`src/rtl/timer_set_controller.sv`:
```
// rtl/timer_set_controller.sv - button-driven set/run/pause/alarm controller for a countdown timer
module timer_set_controller #(
  parameter int DEBOUNCE_CYCLES = 16,
  parameter int ALARM_CYCLES    = 1000
) (
  input  logic       clk,
  input  logic       reset,
  input  logic       btn_mode,
  input  logic       btn_start,
  input  logic       btn_inc,
  input  logic       zero,
  output logic [5:0] set,
  output logic       stop_start,
  output logic [2:0] digit_sel,
  output logic       alarm,
  output logic [2:0] state
);

  localparam int DB_W = (DEBOUNCE_CYCLES > 1) ? $clog2(DEBOUNCE_CYCLES) : 1;
  localparam logic [DB_W-1:0] DB_LAST = DB_W'(DEBOUNCE_CYCLES - 1);
  localparam logic [DB_W-1:0] DB_ONE  = DB_W'(1);

  localparam int AL_W = ($clog2(ALARM_CYCLES + 1) > 13) ? $clog2(ALARM_CYCLES + 1) : 13;
  localparam logic [AL_W-1:0] AL_LOAD = AL_W'(ALARM_CYCLES);
  localparam logic [AL_W-1:0] AL_ONE  = AL_W'(1);

  typedef enum logic [2:0] {
    ST_IDLE  = 3'd0,
    ST_SET   = 3'd1,
    ST_RUN   = 3'd2,
    ST_PAUSE = 3'd3,
    ST_DONE  = 3'd4
  } state_t;

  // bit 0 mode, bit 1 start, bit 2 inc
  logic [2:0]      btn_raw;
  logic [2:0]      sync1;
  logic [2:0]      sync2;
  logic [2:0]      lvl;
  logic [2:0]      lvl_q;
  logic [DB_W-1:0] db_cnt [3];

  logic mode_p;
  logic start_p;
  logic inc_lvl;

  state_t          state_q;
  state_t          state_d;
  logic [2:0]      digit_q;
  logic [2:0]      digit_d;
  logic [AL_W-1:0] acnt_q;
  logic [AL_W-1:0] acnt_d;

  assign btn_raw = {btn_inc, btn_start, btn_mode};

  // A level flips only after DEBOUNCE_CYCLES back-to-back samples that disagree with it
  always_ff @(posedge clk or posedge reset) begin
    if (reset) begin
      sync1 <= '0;
      sync2 <= '0;
      lvl   <= '0;
      lvl_q <= '0;
      for (int i = 0; i < 3; i++) begin
        db_cnt[i] <= '0;
      end
    end else begin
      sync1 <= btn_raw;
      sync2 <= sync1;
      lvl_q <= lvl;
      for (int i = 0; i < 3; i++) begin
        if (sync2[i] == lvl[i]) begin
          db_cnt[i] <= '0;
        end else if (db_cnt[i] == DB_LAST) begin
          db_cnt[i] <= '0;
          lvl[i]    <= sync2[i];
        end else begin
          db_cnt[i] <= db_cnt[i] + DB_ONE;
        end
      end
    end
  end

  assign mode_p  = lvl[0] & ~lvl_q[0];
  assign start_p = lvl[1] & ~lvl_q[1];
  assign inc_lvl = lvl[2];

  // start_p is tested before mode_p everywhere, so a simultaneous mode_p is dropped
  always_comb begin
    state_d = state_q;
    digit_d = digit_q;
    acnt_d  = acnt_q;
    case (state_q)
      ST_IDLE: begin
        if (start_p) begin
          if (!zero) state_d = ST_RUN;
        end else if (mode_p) begin
          state_d = ST_SET;
          digit_d = 3'd0;
        end
      end
      ST_SET: begin
        if (start_p) begin
          state_d = zero ? ST_IDLE : ST_RUN;
        end else if (mode_p) begin
          if (digit_q == 3'd5) begin
            state_d = ST_IDLE;
            digit_d = 3'd0;
          end else begin
            digit_d = digit_q + 3'd1;
          end
        end
      end
      ST_RUN: begin
        if (zero) begin
          state_d = ST_DONE;
          acnt_d  = AL_LOAD;
        end else if (start_p) begin
          state_d = ST_PAUSE;
        end
      end
      ST_PAUSE: begin
        if (start_p) begin
          state_d = zero ? ST_IDLE : ST_RUN;
        end else if (mode_p) begin
          state_d = ST_SET;
          digit_d = 3'd0;
        end
      end
      ST_DONE: begin
        if (start_p || mode_p || acnt_q <= AL_ONE) begin
          state_d = ST_IDLE;
        end else begin
          acnt_d = acnt_q - AL_ONE;
        end
      end
      default: begin
        state_d = ST_IDLE;
      end
    endcase
  end

  always_ff @(posedge clk or posedge reset) begin
    if (reset) begin
      state_q    <= ST_IDLE;
      digit_q    <= 3'd0;
      acnt_q     <= '0;
      set        <= 6'd0;
      stop_start <= 1'b0;
      alarm      <= 1'b0;
    end else begin
      state_q    <= state_d;
      digit_q    <= digit_d;
      acnt_q     <= acnt_d;
      set        <= (state_d == ST_SET && inc_lvl) ? (6'd1 << digit_d) : 6'd0;
      stop_start <= (state_d == ST_RUN);
      alarm      <= (state_d == ST_DONE);
    end
  end

  assign state     = state_q;
  assign digit_sel = digit_q;

endmodule

```
`config.mk`:
```
export PLATFORM = sky130hd
export DESIGN_NAME = timer_set_controller
export DESIGN_NICKNAME = d
export VERILOG_FILES = /design/src/rtl/timer_set_controller.sv
export SDC_FILE = /design/constraint.sdc
export NUM_CORES = 1
export LEC_CHECK = 0
export ABC_AREA = 1
export CORE_MARGIN = 2
export CORE_UTILIZATION = 50
export DETAILED_ROUTE_END_ITERATION = 8
export PLACE_DENSITY = 0.7
export SYNTH_ARGS = -nofsm -noshare
export SYNTH_HDL_FRONTEND = slang
export SYNTH_SLANG_ARGS = --single-unit
```
`constraint.sdc`:
```
create_clock -name clk -period 1.8 [get_ports clk]
set_input_delay 0.36 -clock clk [delete_from_list [all_inputs] [get_ports clk]]
set_output_delay 0.36 -clock clk [all_outputs]
set_load 0.02 [all_outputs]
```
=== Word level (Yosys, flattened, before mapping) ===
Cells that the tools add are included.

* Register bits: 50
* Input bits: 6

* Bitwise logic cells: 7
* Shifts and indexed selects: 1
* $add $sub $neg: 5
* Order comparisons: 1
* Eq/ne operators: 16
* Muxes and demuxes: 28
* Reductions and logical operators: 10

{| class="wikitable"
|+ Operators by type and width
! kind !! count
|-
| 3-bit two-way mux || 15
|-
| 13-bit two-way mux || 2
|-
| 13-bit one-hot mux with 2 select lines || 1
|-
| 4-bit two-way mux || 6
|-
| 3-bit one-hot mux with 5 select lines || 1
|-
| 13-bit by 1-bit less-or-equal comparator with 1-bit output, second input constant || 1
|-
| 13-bit by 1-bit subtractor with 13-bit output, second input constant || 1
|-
| 4-bit by 1-bit adder with 4-bit output, second input constant || 3
|-
| 4-bit equality test, second input constant || 3
|-
| 3-bit by 2-bit equality test with 1-bit output, second input constant || 3
|-
| 3-bit equality test, second input constant || 3
|-
| 3-bit by 1-bit equality test with 1-bit output, second input constant || 2
|-
| 6-bit two-way mux || 1
|-
| 3-bit one-hot mux with 2 select lines || 1
|-
| 2-bit AND reduction || 3
|-
| 1-bit by 3-bit left shift with 6-bit output, first input constant || 1
|-
| 1-bit inverter || 5
|-
| 2-bit inequality test, second input constant || 2
|-
| 3-bit by 1-bit adder with 3-bit output, second input constant || 1
|-
| 1-bit equality test || 3
|-
| 3-bit logical NOT || 1
|-
| 3-bit AND reduction || 1
|-
| 1-bit AND || 2
|-
| 1-bit logical OR || 2
|-
| 4 further kinds || 4
|}

=== Depth between registers and ports, before layout ===
Gate-level depths: netlist (run 1).

* Depth after elaboration: 9
* Gate-level depth with buffers: 10
* Gate-level depth less buffers: 10

=== Least setup slack after synthesis (run 1) ===
Ideal clock, no wire load.

* Path kind: register to register
* Start point: register state_q[1] (netlist: state[1])
* End point: register acnt_q[0]
* Required time: 1.683 ns
* Stages on the path, launching flop included: 8
* Arrival: 1.337 ns
* Period minus slack after synthesis: 1.454 ns
* Buffers on the path: 1
* Library setup time: 0.117 ns
* Path slack: 0.346 ns
* Cell sequence: dfrtp_1 nor2_2 nand2_2 nor3_4 nand3_4 buf_6 nand3_1 nand2_1

* Word-level cells in the longest chain between the ends: 3
* Elaborated cells on any way between the ends: 7
* Those cells by class: eq/ne (4); mux (1); reduce/logical (2)

{| class="wikitable"
|+ RTL lines
! item !! RTL line !! text
|-
| start, declared || 47 || <nowiki>state_t state_q;</nowiki>
|-
| start signal, assigned || 151 || <nowiki>state_q <= state_d;</nowiki>
|-
| 3-bit equality test / 3-bit by 2-bit equality test with 1-bit output (equally long branches) || 92 || <nowiki>case (state_q)</nowiki>
|-
| 2-bit inequality test (no line) / 2-bit nonzero test (equally long branches) || n/a ||
|-
| 3-bit AND reduction (no line) || n/a ||
|-
| end signal, assigned || 153 || <nowiki>acnt_q <= acnt_d;</nowiki>
|-
| end, declared || 51 || <nowiki>logic [AL_W-1:0] acnt_q;</nowiki>
|}

Several ways; a longest one is shown, not always the timed one.
A chain may end at the register's enable or synchronous reset.

=== Worst setup path in the final report (run 1) ===
* Start point: register state_q[2] (netlist: state[2])
* End point: output state[2]

{| class="wikitable"
|+ RTL lines
! item !! RTL line !! text
|-
| end, declared || 16 || <nowiki>output logic [2:0] state</nowiki>
|}

No word-level cell between the ends.

==> reports/results.txt, run 1 <==
CTS placed an instance of sky130_fd_sc_hd__clkbuf_8 at the clock tree root. TritonCTS built the clock tree. The fraction of post-synthesis cell area in the top cell type by area is 50.13%, and the post-layout minimum cycle time is 1735 ps. The internal power summed over all cells came out at 1.815 mW. In the synthesized netlist the dominant register cell turns out to be sky130_fd_sc_hd__dfrtp_1.

For this design the total switching power over the nets is 0.7408 mW. In this run the worst setup path terminates at state[2]. The power per cell area is 876.8 mW/mm2, and the transition time at the pin with the least slew margin is 433.6 ps. The run gives 0.002496 mm2 as the post-synthesis cell area.

For the number of nets with antenna violations after detailed routing, the log shows 0. The class of the most critical hold timing path is reg2reg. Max-cap violations in this run came to 0.

In this run the critical register-to-register path is launched from acnt_q[2]$_DFFE_PP0P_. The HPWL after detailed placement is 3209 um. Pin count of the biggest net entering global routing: 51. The average size of a mapped cell came out at 8.376 um2. The proportion of total power due to net switching was 28.98%.

The detail-routed net length per standard cell is 11.06 um, and the number of nets in the final layout is 337. In this run, placement finished with an instance count of 386. Routability-driven placement finished with a final weighted congestion of 0.8475.

Gate family responsible for the most delay along the worst path: buffers and inverters. Pre-CTS setup slack: 127.4 ps. The slowest stage of the critical path is the sky130_fd_sc_hd__clkdlybuf4s50_1 cell. The count of port buffers added during placement works out to 19. Counting cells, the worst reg-to-reg path comes to 7. The initial antenna violation count is 0, and the H-tree depth is 2.

The count of buffer and inverter cells on the critical path was 1. The critical path is of the reg2out type. The logs give 1938 for the total vias in the final route and 0 for the setup fix buffers added after clock tree synthesis. The routed via count divided by cell count is 4.919. For the number of max-slew violations in the final report, the log shows 0.

Layer with the highest usage: met2. For this configuration, the core starts out at a cell density of 52.50%. On the worst path, the slowest cell contributes a delay of 640 ps.

sky130_fd_sc_hd__nand2_1 is the most common cell in the netlist. For this run, asynchronously set or reset flops after synthesis account for 100.0%. In the synthesized netlist, the number of instances is 298.

Global routing consumed, on the met3 layer, 4.418% of the routing resources. The number of cell rows was 25; the final setup TNS was 0 ps. For the final core utilization, the log shows 61.32%. In this run the static leakage power is 1.556 nW.

Standard cell core area: 0.004755 mm2. The endpoint of the lowest-slack register-to-register path is acnt_q[2]$_DFFE_PP0P_. The worst setup path is launched from a flip-flop. The ratio of cells with drive above 1 in the final layout is 10.09%. The number of logic stages on the critical path including buffering was 1; the total of hold buffers inserted after clock tree synthesis was 0.

The worst pin sits at a relative slew slack of 70.87%. The first-iteration detailed-routing DRC count was 162; the number of synthesis warnings was 0. After the flow finishes, the layout carries non-filler instances totaling 394. Global routing consumed, on the met2 layer, 28.81% of the routing resources. The share of total power dissipated in the clock network is 30.8%.

The synthesized design contains 50 register bits. The maximum resistive drop on vdd was 0.4324 mV. For the worst setup path, the data arrival time is 1370 ps.

The first global-routing pass estimated 7790 um of wire. Counting every net in the synthesized netlist gives 309. The worst setup path is captured at an output port. The die covers 0.005573 mm2.

Summed over all layers, the routed wires come to 4359 um. The number of endpoints with negative hold slack in the final report came out at 0. The clock passes through at most 2 buffers.

Traced cell by cell, the critical path runs through clkdlybuf4s50_1. For the register area share after synthesis, the log shows 50.13%. For this run, global-route usage on met1 was measured as 24.78%. Latest clock arrival within the worst-skew pair: 310 ps. After detailed routing, the number of remaining DRC violations is 0.

The diode insertion count for antenna repair was 0. Setup slack on the critical path of the routed design comes to 65.37 ps. Cell type contributing the most total cell area after synthesis: sky130_fd_sc_hd__dfrtp_1.

After synthesis, the cell types taking the most area are sky130_fd_sc_hd__dfrtp_1 50%, sky130_fd_sc_hd__nand2_1 10%, sky130_fd_sc_hd__nor2_1 7.7%, sky130_fd_sc_hd__nand3_1 7.2%, sky130_fd_sc_hd__inv_1 4.7%. The global-route congestion overflow total is 0, and the minimum setup slack among reg-to-reg paths is 200 ps. The tree built by TritonCTS fans out to 50 sinks. For the final database, setup skew stands at 14.12 ps. The tools report the via count of the first global-routing pass as 1766. The logs give 20 for the number of primary I/O pins and 576.5 MHz for the highest clock frequency the design can meet. Tracing the worst setup path back leads to its startpoint at state[2]$_DFF_PP0_. Counting distinct cell types in the post-synthesis netlist gives 28. The count of TritonRoute iterations in the first routing pass was 4; the signed area change from the synthesized netlist to the final layout was 16.79%. The largest driver fanout on the critical path came out at 5. The count of flip-flops with a built-in enable after synthesis was 0.

The final critical path takes up 96.37% of the cycle. Clock-pin slew was measured on the worst setup and hold paths at 90 ps. From bottom edge to top edge, the die measures 74.66 um. The run finished with clean final reports. The die outline width was 74.66 um. The tools report the sequential share of power as 48.4%. In this run, CTS created clock tree buffers numbering 5. Setup violations remaining at the end of the flow were counted as 0.

Setup repair after global routing left no endpoint under its margin. Per report_power, the combinational group accounts for 20.8% of the total. The total power consumption of the routed design came out at 2.556 mW. Ranked by instance count, the synthesized netlist is headed by 67 x sky130_fd_sc_hd__nand2_1, 51 x sky130_fd_sc_hd__nor2_1, 50 x sky130_fd_sc_hd__dfrtp_1, 36 x sky130_fd_sc_hd__nand3_1, 31 x sky130_fd_sc_hd__inv_1. Global routing used 18.09% of the available tracks across all layers. The endpoint required time on the critical path was 1440 ps.
## cell usage in the layout (no fill, tap or decap), drive strengths merged, types with 6 or more instances in the layout
cell,instances
clkdlybuf4s50,16
dfrtp,50
inv,33
nand2,72
nand3,37
nor2,56
o21ai,6
xnor2,7
xor2,6
## power groups by stage
stage | Combinational [mW] | Sequential (mW) | Clock (mW)
3_3_place_gp | 0.530 | 1.26 | 0
4_1_cts | 0.539 | 1.24 | 0.816
3_5_place_dp | 0.538 | 1.26 | 0
6_report | 0.533 | 1.24 | 0.787
5_1_grt | 0.615 | 1.25 | 0.858
2_1_floorplan | 0.441 | 1.25 | 0
## worst min path at each step
stage,start,end,slack [ps],cells past startpoint
2_1_floorplan,sync1[0]$_DFF_PP0_,sync2[0]$_DFF_PP0_,330,0
3_3_place_gp,sync1[1]$_DFF_PP0_,sync2[1]$_DFF_PP0_,330,0
3_5_place_dp,sync1[1]$_DFF_PP0_,sync2[1]$_DFF_PP0_,340,0
4_1_cts,sync1[1]$_DFF_PP0_,sync2[1]$_DFF_PP0_,360,0
5_1_grt,sync1[1]$_DFF_PP0_,sync2[1]$_DFF_PP0_,360,0
6_report,sync1[1]$_DFF_PP0_,sync2[1]$_DFF_PP0_,360,0
## registers in the layout (all words and copies together) (netlist names)
register / flops
acnt_q: 13
alarm: 1
db_cnt: 12
digit_sel: 3
lvl: 3
lvl_q: 2
set: 6
state: 3
stop_start: 1
sync1: 3
sync2: 3
## routing by layer
layer | up-vias | part of all wire (%)
met2 | 41 | 47
met4 | 0 | 1.4
met3 | 9 | 4.2
li1 | 995 | -
met1 | 893 | 48
met5 | - | 0
## final cells by class
type / instances / area, um2
clock inverters: 3 / 45.04
inverters: 33 / 123.9
clock buffers: 5 / 68.82
fillers: 442 / 1839
well taps: 67 / 83.83
multi-input cells: 212 / 1095
flip-flops and latches: 50 / 1251
repair buffers: 24 / 247.7
## stage by stage
step,hold WS [ps],area [um2]
detailed placement,338.9,2794
global placement,332.9,2794
finish,358.8,2915
floorplan,331.2,2496
CTS,361.1,2908
global route,363.8,2915
## timing repair
item,CTS,global route
resized for setup,0,3
endpoints found under the setup margin,0,3
endpoints found under the hold margin,0,0
## cell families after synthesis
kind of cell,share of synthesized area (%)
buffers and inverters,6.015
AND/OR/NAND/NOR,34.29
XOR/XNOR,4.561
adder cells (fa/ha/maj),2.506
AO/OA/AOI/OAI,2.506
flip-flops,50.13
Power figures use the tool's default switching activity.
==> run 2, diff against run 1 <==
PLACE_DENSITY = 0.72   (was 0.7)
==> reports/results.txt, run 2 (synthesized netlist as in run 1, its figures left out) <==
The count of buffers added on input and output ports is 19. The first TritonRoute pass finished after 4 iterations. The logs give 444 for the filler cell count and 2 for the deepest clock path buffer count. The run finished with clean final reports. Data on the critical path is required at its endpoint by 1440 ps. More flip-flops sit in one register than any other, and that register is acnt_q. Of the available clock period, the critical path in the final layout requires 95.73%. The ratio of cells with drive above 1 in the final layout was 10.09%. For the placed wire-length estimate after detailed placement, the log shows 3238 um. The largest registers in the layout are acnt_q x13, db_cnt x12, set x6.

The number of hold buffers added after CTS was 0. After detailed routing, the average wire length per cell comes to 11.37 um. The total overflow left after global routing is 0. The setup path with the least slack is of type reg2out. The later pin in the worst-skew pair is clocked with a latency of 300 ps.

The congestion estimate from routability-driven global placement came to 0.8953. The smallest clock period supported by the final layout is computed as 1723 ps. VDD sags by at most 0.4601 mV. The die boundary height is 74.66 um, and the minimum setup slack among reg-to-reg paths is 200 ps. The run gives 74.02% as the worst max-slew margin expressed relative to the limit. The startpoint kind of the worst setup timing path was a flip-flop. The logs give 50 for the total number of clock tree sinks and 18.08% for the all-layer global routing usage. The clock edge transition at the registers on the reported setup and hold paths was 90 ps. The floorplan has 25 rows. The highest clock frequency the design can meet was 580.4 MHz. The commonest non-fill, non-tap cell in the layout was sky130_fd_sc_hd__nand2_1.

For the total vias in the final route, the log shows 1952. In the layout the commonest cells are 67 x sky130_fd_sc_hd__nand2_1, 51 x sky130_fd_sc_hd__nor2_1, 50 x sky130_fd_sc_hd__dfrtp_1, 36 x sky130_fd_sc_hd__nand3_1, 30 x sky130_fd_sc_hd__inv_1. Across the run, the number of max-cap violations was 0. The number of flip-flops in the largest register was 13; the number of nets in the final layout was 337. Walking the worst path, the cells encountered are clkdlybuf4s50_1. In this design, the stage delay of the slowest critical-path cell is 630 ps. The gate family responsible for the most delay along the worst path was buffers and inverters. STA classifies the critical path endpoint as an output port. The repair_antennas step left the layout with diodes totalling 0.

The initial antenna violation count is 0, and the pin count of the biggest net entering global routing is 51. TritonCTS built the clock tree. The signed area change from the synthesized netlist to the final layout works out to 17.04%.

The completed layout was analyzed and its total power is 2.568 mW. The transition time at the pin with the least slew margin was 386.7 ps; the power per cell area was 879.0 mW/mm2. The logs give 0 for the number of endpoints with negative hold slack in the final report and 5.710 ps for the worst setup skew after layout.

Logic depth of the worst register-to-register path: 7. The run gives 0 as the setup violation total in the final timing report. Setup repair after global routing left no endpoint under its margin.

The die outline width is 74.66 um. Count of buffer and inverter cells on the critical path: 1. In this run the critical register-to-register path is captured at acnt_q[0]$_DFFE_PP0P_.

The class of the most critical hold timing path was reg2reg. After detailed routing, the total wire length is 4480 um. The most critical setup path has its endpoint at state[0]. The number of logic stages on the critical path including buffering is 1. The data arrival time of the critical path was 1360 ps; the via count of the first global-routing pass was 1812.

The run gives 5 as the number of buffers inserted during clock tree synthesis. Initial core utilization: 52.50%. In this run the remaining antenna-violating nets after routing total 0.

The launching instance or port of the critical path is state[0]$_DFF_PP0_. For this block, the initial DRC count from the detailed router was 113. The worst register-to-register path begins at acnt_q[2]$_DFFE_PP0P_. The run gives 0.005573 mm2 as the die footprint.

For this design, the slowest cell found on the critical path is sky130_fd_sc_hd__clkdlybuf4s50_1. In this run the number of H-tree levels came out at 2. The total area inside the core boundary comes to 0.004755 mm2. The first global-routing pass estimated 7714 um of wire.

Using the TritonRoute via totals, the vias-per-cell ratio works out to 4.954. The number of max-slew violations in the final report was 0; the DRC violation count after routing was 0. In this run the clock root is driven by a sky130_fd_sc_hd__clkbuf_8. 20 I/O pins were placed.

In this run the worst path has a maximum fanout of 5. For the final setup TNS, the log shows 0 ps. In this run the static leakage power is 1.581 nW.
## run 2: cell types whose count changed in the layout (fill, tap and decap cells not counted)
cell and delta:
sky130_fd_sc_hd__clkdlybuf4s50_1 -1, sky130_fd_sc_hd__clkinvlp_4 -1, sky130_fd_sc_hd__dlymetal6s2s_1 +1, sky130_fd_sc_hd__inv_8 +1
## run 2: cell type report
class | count | area, um2 | area share (%)
Tap cell | 67 | 83.83 | 2.869
Clock buffer | 5 | 68.82 | 2.355
Inverter | 33 | 123.9 | 4.240
Sequential cell | 50 | 1251 | 42.83
Clock inverter | 3 | 48.80 | 1.670
Multi-Input combinational cell | 212 | 1095 | 37.47
Timing Repair Buffer | 24 | 250.2 | 8.565
## run 2: power by group
| group | internal, mW | switching, mW |
|---|---|---|
| combinational | 0.226 | 0.305 |
| clock | 0.423 | 0.378 |
| sequential | 1.18 | 0.0592 |
## run 2: what timing repair did
item | 4_1_cts | 5_1_grt
endpoints found under the setup margin | 0 | 4
buffers inserted | 0 | 0
gates resized for setup | 0 | 4
## run 2: routing by layer
metal	up-vias	part of all wire (%)	GRT usage (%)
li1	996	-	-
met5	-	0	0
met1	915	46	24.10
met4	0	1.0	6.548
met2	37	50	29.60
met3	4	2.9	3.614
## run 2: worst min path at each step
| stage | depth (start not counted) | slack, ps | start | endpoint |
|---|---|---|---|---|
| floorplan | 0 | 330 | sync1[0]$_DFF_PP0_ | sync2[0]$_DFF_PP0_ |
| global placement | 0 | 330 | sync1[1]$_DFF_PP0_ | sync2[1]$_DFF_PP0_ |
| detailed placement | 0 | 340 | sync1[2]$_DFF_PP0_ | sync2[2]$_DFF_PP0_ |
| CTS | 0 | 360 | sync1[2]$_DFF_PP0_ | sync2[2]$_DFF_PP0_ |
| global route | 0 | 370 | sync1[2]$_DFF_PP0_ | sync2[2]$_DFF_PP0_ |
| finish | 0 | 360 | sync1[2]$_DFF_PP0_ | sync2[2]$_DFF_PP0_ |
## run 2: metrics by stage
step	util [%]	std cells	hold slack, ps	instance area [um2]	worst slack [ps]
5_1_grt	61.45	394	374.3	2922	9.091
4_1_cts	61.24	394	359.5	2912	1.077
2_1_floorplan	-	298	331.2	2496	238.8
6_report	61.45	394	355.5	2922	76.94
3_3_place_gp	58.76	386	334.2	2794	180.8
3_5_place_dp	58.76	386	337.1	2794	91.61
